===== src/rtl/uart_word_rx_if.sv =====
// Word handshake bus between the UART word receiver and whatever consumes its words.
// The producer drives data and valid. The consumer answers with ready.
interface uart_word_rx_if #(
    parameter int WORD_BYTES = 4
);
    logic [8*WORD_BYTES-1:0] word_data;
    logic                    word_valid;
    logic                    word_ready;

    modport master (
        output word_data,
        output word_valid,
        input  word_ready
    );

    modport slave (
        input  word_data,
        input  word_valid,
        output word_ready
    );
endinterface


===== src/rtl/uart_word_rx.sv =====
// 8N1 UART receiver that packs WORD_BYTES bytes into a little-endian word behind a valid/ready holding register.
// It also reports framing errors, inter-byte timeouts and words dropped by overrun.
module uart_word_rx #(
    parameter int CLKS_PER_BIT = 10417,
    parameter int WORD_BYTES   = 4,
    parameter int TIMEOUT_BITS = 20,
    parameter int SYNC_STAGES  = 2
) (
    input  logic              clk,
    input  logic              rst_n,
    input  logic              uart_in,
    uart_word_rx_if.master    word_if,
    output logic              frame_err,
    output logic              timeout_err,
    output logic              overrun_err
);

    localparam int WORD_W    = 8 * WORD_BYTES;
    localparam int BAUD_W    = $clog2(CLKS_PER_BIT + 1);
    localparam int BIT_W     = $clog2(8 + 1);
    localparam int IDX_W     = $clog2(WORD_BYTES + 1);
    localparam int TMO_LIMIT = TIMEOUT_BITS * CLKS_PER_BIT;
    localparam int TMO_W     = $clog2(TMO_LIMIT + 1);

    localparam logic [BAUD_W-1:0] BAUD_FULL = BAUD_W'(CLKS_PER_BIT);
    localparam logic [BAUD_W-1:0] BAUD_HALF = BAUD_W'(CLKS_PER_BIT / 2);
    localparam logic [BAUD_W-1:0] BAUD_ONE  = BAUD_W'(1);
    localparam logic [BIT_W-1:0]  BIT_LAST  = BIT_W'(7);
    localparam logic [BIT_W-1:0]  BIT_ONE   = BIT_W'(1);
    localparam logic [IDX_W-1:0]  IDX_LAST  = IDX_W'(WORD_BYTES - 1);
    localparam logic [IDX_W-1:0]  IDX_ONE   = IDX_W'(1);
    localparam logic [TMO_W-1:0]  TMO_LAST  = TMO_W'(TMO_LIMIT - 1);
    localparam logic [TMO_W-1:0]  TMO_ONE   = TMO_W'(1);

    typedef enum logic [2:0] {IDLE, START, DATA, STOP, BREAK} state_t;

    logic [SYNC_STAGES-1:0] sync_q;
    logic                   rxs;
    state_t                 state_q, state_d;
    logic [BAUD_W-1:0]      baud_q, baud_d;
    logic [BIT_W-1:0]       bit_q, bit_d;
    logic [7:0]             shift_q, shift_d;
    logic [IDX_W-1:0]       idx_q, idx_d;
    logic [WORD_W-1:0]      asm_q, asm_d;
    logic [TMO_W-1:0]       tmo_q, tmo_d;
    logic [WORD_W-1:0]      data_q, data_d;
    logic                   valid_q, valid_d;
    logic                   frame_q, frame_d;
    logic                   tmo_err_q, tmo_err_d;
    logic                   ovr_q, ovr_d;
    logic                   accept;
    logic                   baud_tick;

    // Synchroniser flops reset to the idle-high line level so reset never looks like a start bit.
    always_ff @(posedge clk or negedge rst_n) begin
        if (!rst_n) begin
            sync_q <= '1;
        end else begin
            sync_q <= {sync_q[SYNC_STAGES-2:0], uart_in};
        end
    end

    assign rxs       = sync_q[SYNC_STAGES-1];
    assign accept    = valid_q && word_if.word_ready;
    assign baud_tick = (baud_q == BAUD_ONE);

    always_ff @(posedge clk or negedge rst_n) begin
        if (!rst_n) begin
            state_q   <= IDLE;
            baud_q    <= '0;
            bit_q     <= '0;
            shift_q   <= '0;
            idx_q     <= '0;
            asm_q     <= '0;
            tmo_q     <= '0;
            data_q    <= '0;
            valid_q   <= 1'b0;
            frame_q   <= 1'b0;
            tmo_err_q <= 1'b0;
            ovr_q     <= 1'b0;
        end else begin
            state_q   <= state_d;
            baud_q    <= baud_d;
            bit_q     <= bit_d;
            shift_q   <= shift_d;
            idx_q     <= idx_d;
            asm_q     <= asm_d;
            tmo_q     <= tmo_d;
            data_q    <= data_d;
            valid_q   <= valid_d;
            frame_q   <= frame_d;
            tmo_err_q <= tmo_err_d;
            ovr_q     <= ovr_d;
        end
    end

    always_comb begin
        state_d   = state_q;
        baud_d    = baud_q;
        bit_d     = bit_q;
        shift_d   = shift_q;
        idx_d     = idx_q;
        asm_d     = asm_q;
        tmo_d     = tmo_q;
        data_d    = data_q;
        valid_d   = valid_q;
        frame_d   = 1'b0;
        tmo_err_d = 1'b0;
        ovr_d     = 1'b0;

        if (accept) begin
            valid_d = 1'b0;
        end

        case (state_q)
            IDLE: begin
                // The timeout only runs while a partial word is waiting for its next byte.
                if (!rxs) begin
                    state_d = START;
                    baud_d  = BAUD_HALF;
                    tmo_d   = '0;
                end else if (idx_q != '0) begin
                    if (tmo_q == TMO_LAST) begin
                        idx_d     = '0;
                        tmo_d     = '0;
                        tmo_err_d = 1'b1;
                    end else begin
                        tmo_d = tmo_q + TMO_ONE;
                    end
                end else begin
                    tmo_d = '0;
                end
            end
            START: begin
                if (baud_tick) begin
                    if (rxs) begin
                        state_d = IDLE;
                    end else begin
                        state_d = DATA;
                        baud_d  = BAUD_FULL;
                        bit_d   = '0;
                    end
                end else begin
                    baud_d = baud_q - BAUD_ONE;
                end
            end
            DATA: begin
                if (baud_tick) begin
                    shift_d = {rxs, shift_q[7:1]};
                    baud_d  = BAUD_FULL;
                    if (bit_q == BIT_LAST) begin
                        state_d = STOP;
                    end else begin
                        bit_d = bit_q + BIT_ONE;
                    end
                end else begin
                    baud_d = baud_q - BAUD_ONE;
                end
            end
            STOP: begin
                if (baud_tick) begin
                    if (rxs) begin
                        asm_d[8*idx_q +: 8] = shift_q;
                        state_d             = IDLE;
                        // A word completing during a same-cycle accept reloads with no valid gap.
                        if (idx_q == IDX_LAST) begin
                            idx_d = '0;
                            if (!valid_q || accept) begin
                                data_d  = asm_d;
                                valid_d = 1'b1;
                            end else begin
                                ovr_d = 1'b1;
                            end
                        end else begin
                            idx_d = idx_q + IDX_ONE;
                        end
                    end else begin
                        frame_d = 1'b1;
                        idx_d   = '0;
                        state_d = BREAK;
                    end
                end else begin
                    baud_d = baud_q - BAUD_ONE;
                end
            end
            BREAK: begin
                if (rxs) begin
                    state_d = IDLE;
                end
            end
            default: begin
                state_d = IDLE;
            end
        endcase
    end

    assign word_if.word_data  = data_q;
    assign word_if.word_valid = valid_q;
    assign frame_err          = frame_q;
    assign timeout_err        = tmo_err_q;
    assign overrun_err        = ovr_q;

endmodule


===== src/flat_wrapper.sv =====
// flat-port wrapper written by rule: the top's interface ports become plain ports
module uart_word_rx_flat 
#(
    parameter int CLKS_PER_BIT = 10417,
    parameter int WORD_BYTES   = 4,
    parameter int TIMEOUT_BITS = 20,
    parameter int SYNC_STAGES  = 2
)
  (clk, rst_n, uart_in, frame_err, timeout_err, overrun_err, word_if_word_data, word_if_word_valid, word_if_word_ready);
  uart_word_rx_if #(.WORD_BYTES(WORD_BYTES)) word_if_i ();
  input  logic clk;
  input  logic rst_n;
  input  logic uart_in;
  output logic frame_err;
  output logic timeout_err;
  output logic overrun_err;
  output wire logic [$bits(word_if_i.word_data)-1:0] word_if_word_data;
  output wire logic [$bits(word_if_i.word_valid)-1:0] word_if_word_valid;
  input wire logic [$bits(word_if_i.word_ready)-1:0] word_if_word_ready;
  assign word_if_word_data = word_if_i.word_data;
  assign word_if_word_valid = word_if_i.word_valid;
  assign word_if_i.word_ready = word_if_word_ready;
  uart_word_rx #(.CLKS_PER_BIT(CLKS_PER_BIT), .WORD_BYTES(WORD_BYTES), .TIMEOUT_BITS(TIMEOUT_BITS), .SYNC_STAGES(SYNC_STAGES)) u_core (.clk(clk), .rst_n(rst_n), .uart_in(uart_in), .word_if(word_if_i), .frame_err(frame_err), .timeout_err(timeout_err), .overrun_err(overrun_err));
endmodule

===== config.mk =====
export PLATFORM = sky130hd
export DESIGN_NAME = uart_word_rx_flat
export DESIGN_NICKNAME = d
export VERILOG_FILES = /design/src/rtl/uart_word_rx_if.sv /design/src/rtl/uart_word_rx.sv /design/src/flat_wrapper.sv
export SDC_FILE = /design/constraint.sdc
export NUM_CORES = 1
export LEC_CHECK = 0
export BUFFER_PORTS_ARGS = -buffer_cell sky130_fd_sc_hd__buf_4
export CAP_MARGIN = 30
export CORE_MARGIN = 2
export CORE_UTILIZATION = 55
export DETAILED_ROUTE_END_ITERATION = 7
export PLACE_DENSITY = 0.74
export SLEW_MARGIN = 20
export SYNTH_ARGS = -nofsm -noshare
export SYNTH_HDL_FRONTEND = slang
export SYNTH_SLANG_ARGS = --single-unit

===== constraint.sdc =====
create_clock -name clk -period 5.8 [get_ports clk]
set_clock_uncertainty 0.15 [all_clocks]
set_input_delay 0.58 -clock clk [delete_from_list [all_inputs] [get_ports clk]]
set_output_delay 0.58 -clock clk [all_outputs]
set_load 0.03 [all_outputs]

-- Yosys cells after proc, flatten, opt, wreduce, memory -nomap -nowiden
Cells that the tools add are included.
- equal/unequal tests: 21
- mux-type cells: 49
- add/subtract/negate cells: 5
- shift-type cells: 2
- reductions and logical operators: 15
- operators with widths (operator ; count):
    $mux W14 ; 5
    $pmux W14 S4 ; 1
    $mux W18 ; 3
    $mux W3 ; 13
    $neg A6 Y34 ; 1
    $shift A8 B34 Y32 const A ; 1
    $shiftx A8 B34 Y32 ; 1
    $bwmux W32 ; 1
    $add A18 B1 Y18 const B ; 1
    $eq A18 B18 Y1 const B ; 1
    $mux W1 ; 18
    $mux W4 ; 4
    $ne A2 B1 Y1 const B ; 8
    $pmux W3 S5 ; 1
    $reduce_and A5 Y1 ; 3
    $eq A14 B1 Y1 const B ; 1
    $sub A14 B1 Y14 const B ; 1
    $eq A3 B2 Y1 const B ; 3
    $ne A2 B2 Y1 const B ; 4
    $pmux W4 S2 ; 1
    $pmux W3 S2 ; 1
    $reduce_and A6 Y1 ; 1
    $add A4 B1 Y4 const B ; 1
    $eq A4 B3 Y1 const B ; 1
    15 further kinds ; 16
- register bits after elaboration: 120

-- Depth between registers and ports, before layout
- word-level depth: 7
- mapped depth: 10

-- Least setup slack after synthesis
OpenSTA, ideal clock, no wires.
- kind: flip-flop to flip-flop
- start point: reg u_core.idx_q[0]
- end point: reg u_core.asm_q[17]
- period minus slack after synthesis: 2.820 ns
- stages on the path, launching flop included: 10
- buffers on the path: 2
- data arrival time: 2.604 ns
- library setup time: 0.066 ns
- setup slack: 2.980 ns
- cells stage by stage: dfrtp_1 -> inv_1 -> ha_1 -> ha_1 -> buf_2 -> nand2_1 -> nor4b_1 -> and3_1 -> buf_2 -> a22o_1
- longest elaborated chain between the ends: 3
- elaborated cells on any way between the ends: 4
- those cells by class: add/sub: 1; shift: 2; mux: 1
- RTL lines (what ; RTL line ; RTL):
    from (decl) ; uart_word_rx.sv:43 ; logic [IDX_W-1:0] idx_q, idx_d;
    from (signal assigned) ; uart_word_rx.sv:86 ; idx_q <= idx_d;
    $neg A6 Y34 * ; uart_word_rx.sv:163 ; asm_d[8*idx_q +: 8] = shift_q;
    $shiftx A8 B34 Y32 / $shift A8 B34 Y32 (equally long branches) ; uart_word_rx.sv:163 ;
    $bwmux W32 * ; uart_word_rx.sv:163 ;
    to (signal assigned) ; uart_word_rx.sv:87 ; asm_q <= asm_d;
    to (decl) ; uart_word_rx.sv:44 ; logic [WORD_W-1:0] asm_q, asm_d;
Every way passes the cells marked *; elsewhere a longest branch is shown, timed or not.
A chain may end at the register's enable or synchronous reset.

-- Worst setup path after layout
- start point: reg u_core.idx_q[0]
- end point: reg u_core.asm_q[1]
The elaborated chain is that of the path after synthesis.

==> impl_metrics.py <==
metrics = {
    "floorplanning": {
        "die-height_um": 106,
        "die_area_mm2": 0.0113,
        "core_area_mm2": 0.0102,
        "boundaryPins": 40,
        "initial_utilization_pct": 56.4,
        "die_width_um": 106,
        "rows": 37,
    },
    "clock_network": {
        "clock_insertion_delay_worst_skew_ns": 0.52,
        "cts_setup_buffers": 0,
        "clk_path_buf_depth": 2,
        "tritoncts": "yes",
        "clkSlewWorstSetupHoldPaths_ns": 0.06,
        "cts_sinks": 120,
        "post_cts_resize_count": 0,
        "cts-root-buf": "sky130_fd_sc_hd__clkbuf_8",
        "ctsHoldBuffers": 1,
        "cts-htree-levels": 4,
        "cts-buffers-inserted": 17,
    },
    "power": {
        "total_leakage_power_uw": 0.00303,
        "power.density_cell_area_mw_per_mm2": 280,
        "finalPower_uw": 1870,
        "peakVddDrop_uv": 194,
    },
    "logic_synthesis": {
        "synth_top_cell_area_share_pct": 51.2,
        "synth-warning-count": 0,
        "synth_async_sr_flop_share_pct": 100,
        "postSynthCellCount": 589,
        "synth.largest_area_cell": "sky130_fd_sc_hd__dfrtp_1",
        "ys_types": 58,
        "syn-cell-area_mm2": 0.00577,
        "netlist_top_cells_area": "sky130_fd_sc_hd__dfrtp_1 51%, sky130_fd_sc_hd__nand2_1 7.1%, sky130_fd_sc_hd__o21ai_0 4.5%",
        "synth-edff-count": 0,
        "yosys_register_bits": 120,
        "avgSynthCellArea_um2": 9.79,
        "synth_sequential_area_ratio_pct": 52.1,
        "postSynth.topFlopCell": "sky130_fd_sc_hd__dfrtp_1",
        "mappedNetlistNets": 603,
    },
    "routing": {
        "drc_errors": 0,
        "vias_per_cell": 5.86,
        "num_vias": 4472,
        "drt_iter0_drc": 278,
        "average_wire_length_per_cell_after_detail_routing_um": 15.5,
        "detailedRoute.firstPassIterationCount": 5,
        "route.antenna.remaining_nets": 0,
        "totalWireLength_um": 11800,
    },
    "cells_and_area": {
        "num_antenna_cells": 0,
        "area_growth_syn_to_layout_pct": 15.8,
        "instances_no_fill": 763,
        "utilization_pct": 65.3,
        "finish.net_count": 628,
        "multi_input_area_mm2": 0.00255,
        "drive_above_1_share_pct": 15.5,
        "finish.instance_area_mm2": 0.00668,
        "final-seq-area_mm2": 0.00301,
        "fillers": 797,
        "most_frequent_cells_in_the_layout": "118 x sky130_fd_sc_hd__dfrtp_1, 109 x sky130_fd_sc_hd__nand2_1, 52 x sky130_fd_sc_hd__o21ai_0",
        "layout_commonest_cell": "sky130_fd_sc_hd__dfrtp_1",
    },
    "job": {
        "maxCapViolations": 0,
    },
    "critical_path": {
        "critPathMostFrequentCell": "sky130_fd_sc_hd__ha_1",
        "timing_worst_setup_path_type": "flop to flop",
        "timing.critical_path.cells": "inv_1 -> ha_1 -> ha_1 -> nor2_1 -> nand4_1 -> or2_1 -> mux2_2",
        "setup.worst_path.start_class": "flop",
        "worst_ep_required_time_ns": 6.05,
        "timing.critical_path.buf_inv": 1,
        "crit_path_top_delay_cell": "sky130_fd_sc_hd__or2_1",
        "worstPathMaxFanout": 9,
        "timing.critical_path.depth": 7,
        "timing.critical_path.arrival_ns": 3.27,
        "critical_path.endpoint_type": "flop",
        "worst_path_dominant_cell_family": "simple AND/OR/NAND/NOR gates",
        "r2r.worst_path.cells": 7,
        "timing.critical_path.slowest_cell_delay_ns": 0.57,
    },
    "place": {
        "globalplace.congestion": 0.868,
        "place.detailed.instances": 728,
        "detailed_place.area_mm2": 0.00608,
        "buffer_ports.inserted": 39,
        "detailed_placement_wirelength_estimate_um": 7940,
    },
    "grt": {
        "grt_util_all_layers_pct": 23.0,
        "grt_overflow": 0,
        "antenna_violations_before_repair": 0,
        "grt_pass1_vias": 4238,
        "largest_net_degree_at_the_start_of_global_routing": 65,
        "grt_pass1_wl_um": 20700,
    },
    "timing": {
        "max_freq_ghz": 0.331,
        "timing_worst_slew_pin_value_ns": 0.942,
        "setup_total_negative_slack_ns": 0,
        "period_minus_slack_ns": 3.02,
        "layout_worst_path_cycle_share_pct": 52.1,
        "slew-limit-headroom_pct": 36.3,
        "setup-violations-final": 0,
        "report.final.hold_viol_count": 0,
        "rsz0062_at_grt": "false",
        "final-max-slew-violation-count": 0,
    },
    "hold_path": {
        "hold-path-cell-count": 0,
        "hold_path.class": "flop to flop",
    },
    "status": {
        "run_status": "completed",
    },
}
## worst reg2reg max path, delay by kind of cell, from the launching register on
family / cells / cell delay, ns
muxes: 1 / 0.33
and+or+nand+nor: 3 / 1.21
buffers and inverters: 1 / 0.16
DFF: 1 / 0.47
adders and majority gates: 2 / 0.59
## registers in the layout, summed over array words and instances, names as in the netlist, 2 cells and up
signal,count
u_core.asm_q,32
u_core.word_if.word_data,32
u_core.tmo_q,18
u_core.baud_q,14
u_core.shift_q,8
u_core.bit_q,4
u_core.idx_q,3
u_core.state_q,3
u_core.sync_q,2
## synthesized netlist by cell type, drive strengths merged, types with 2 or more instances
library cell / count
nor2: 37
a21o: 4
o22ai: 3
a22o: 8
and2: 2
a21oi: 11
or4: 4
a22oi: 24
nand3: 16
xnor2: 8
nor3: 13
nand4: 13
o31ai: 3
and3: 7
and4b: 2
nand2: 109
nand3b: 3
o21ai: 52
mux2i: 10
or2: 2
mux2: 16
a31oi: 7
dfrtp: 118
clkbuf: 30
o2bb2ai: 2
inv: 12
nor2b: 3
nor4b: 4
buf: 8
ha: 10
or3: 2
dfstp: 2
nand2b: 5
a41oi: 3
xor2: 6
nand4b: 2
nor4: 6
o22a: 4
nor3b: 7
## final timing paths
kind                                       start                           end  slack, ns
worst max-delay path             u_core.idx_q[0]               u_core.asm_q[1]       2.78
worst min-delay path            u_core.sync_q[0]              u_core.sync_q[1]       0.20
worst max register to register   u_core.idx_q[0]               u_core.asm_q[1]       2.78
worst min register to register  u_core.sync_q[0]              u_core.sync_q[1]       0.20
max in group asynchronous                  rst_n               u_core.tmo_q[1]       3.76
min in group asynchronous                  rst_n  u_core.word_if.word_data[23]       0.52
## cell type report
cell class	instances	share of cell area, %
timing repair buffer	44	4.99
inverter	12	0.675
clock inverter	12	2.10
sequential	120	45.0
clock buffer	20	6.52
tap	136	2.55
multi-input combinational	419	38.2
## power by group
group          internal [uW]  switching [uW]  total, uW  leakage [uW]
clock                    629             385       1010      0.000273
combinational           3.00            16.1       19.1       0.00111
sequential               839            1.00        840       0.00165
## stage by stage
step	hold slack, ns	setup slack (ns)
after floorplan	0.134	2.98
after global placement	0.196	2.65
after detailed placement	0.197	2.79
after CTS	0.00910	2.73
after global routing	0.213	2.65
final	0.205	2.78
## metal layers
layer	vias to the layer above	share of wire (%)	global-route usage (%)
met5	-	0	0
met3	10	4.8	5.40
li1	2147	-	-
met2	132	50	36.3
met1	2183	44	31.9
met4	0	1.1	7.14
## kinds of logic (layout without fill, tap and decap cells)
logic type      after synthesis  count (layout)  share of synthesized area [%]
flops                       120             120                           52.1
buf+inv                      50              88                           3.80
xor+xnor                     14              14                           2.13
mux                          26              26                           4.86
simple gates                240             240                           20.6
compound gates              129             129                           14.4
fa+ha+maj                    10              10                           2.17
(Power assumes the default switching activity.)
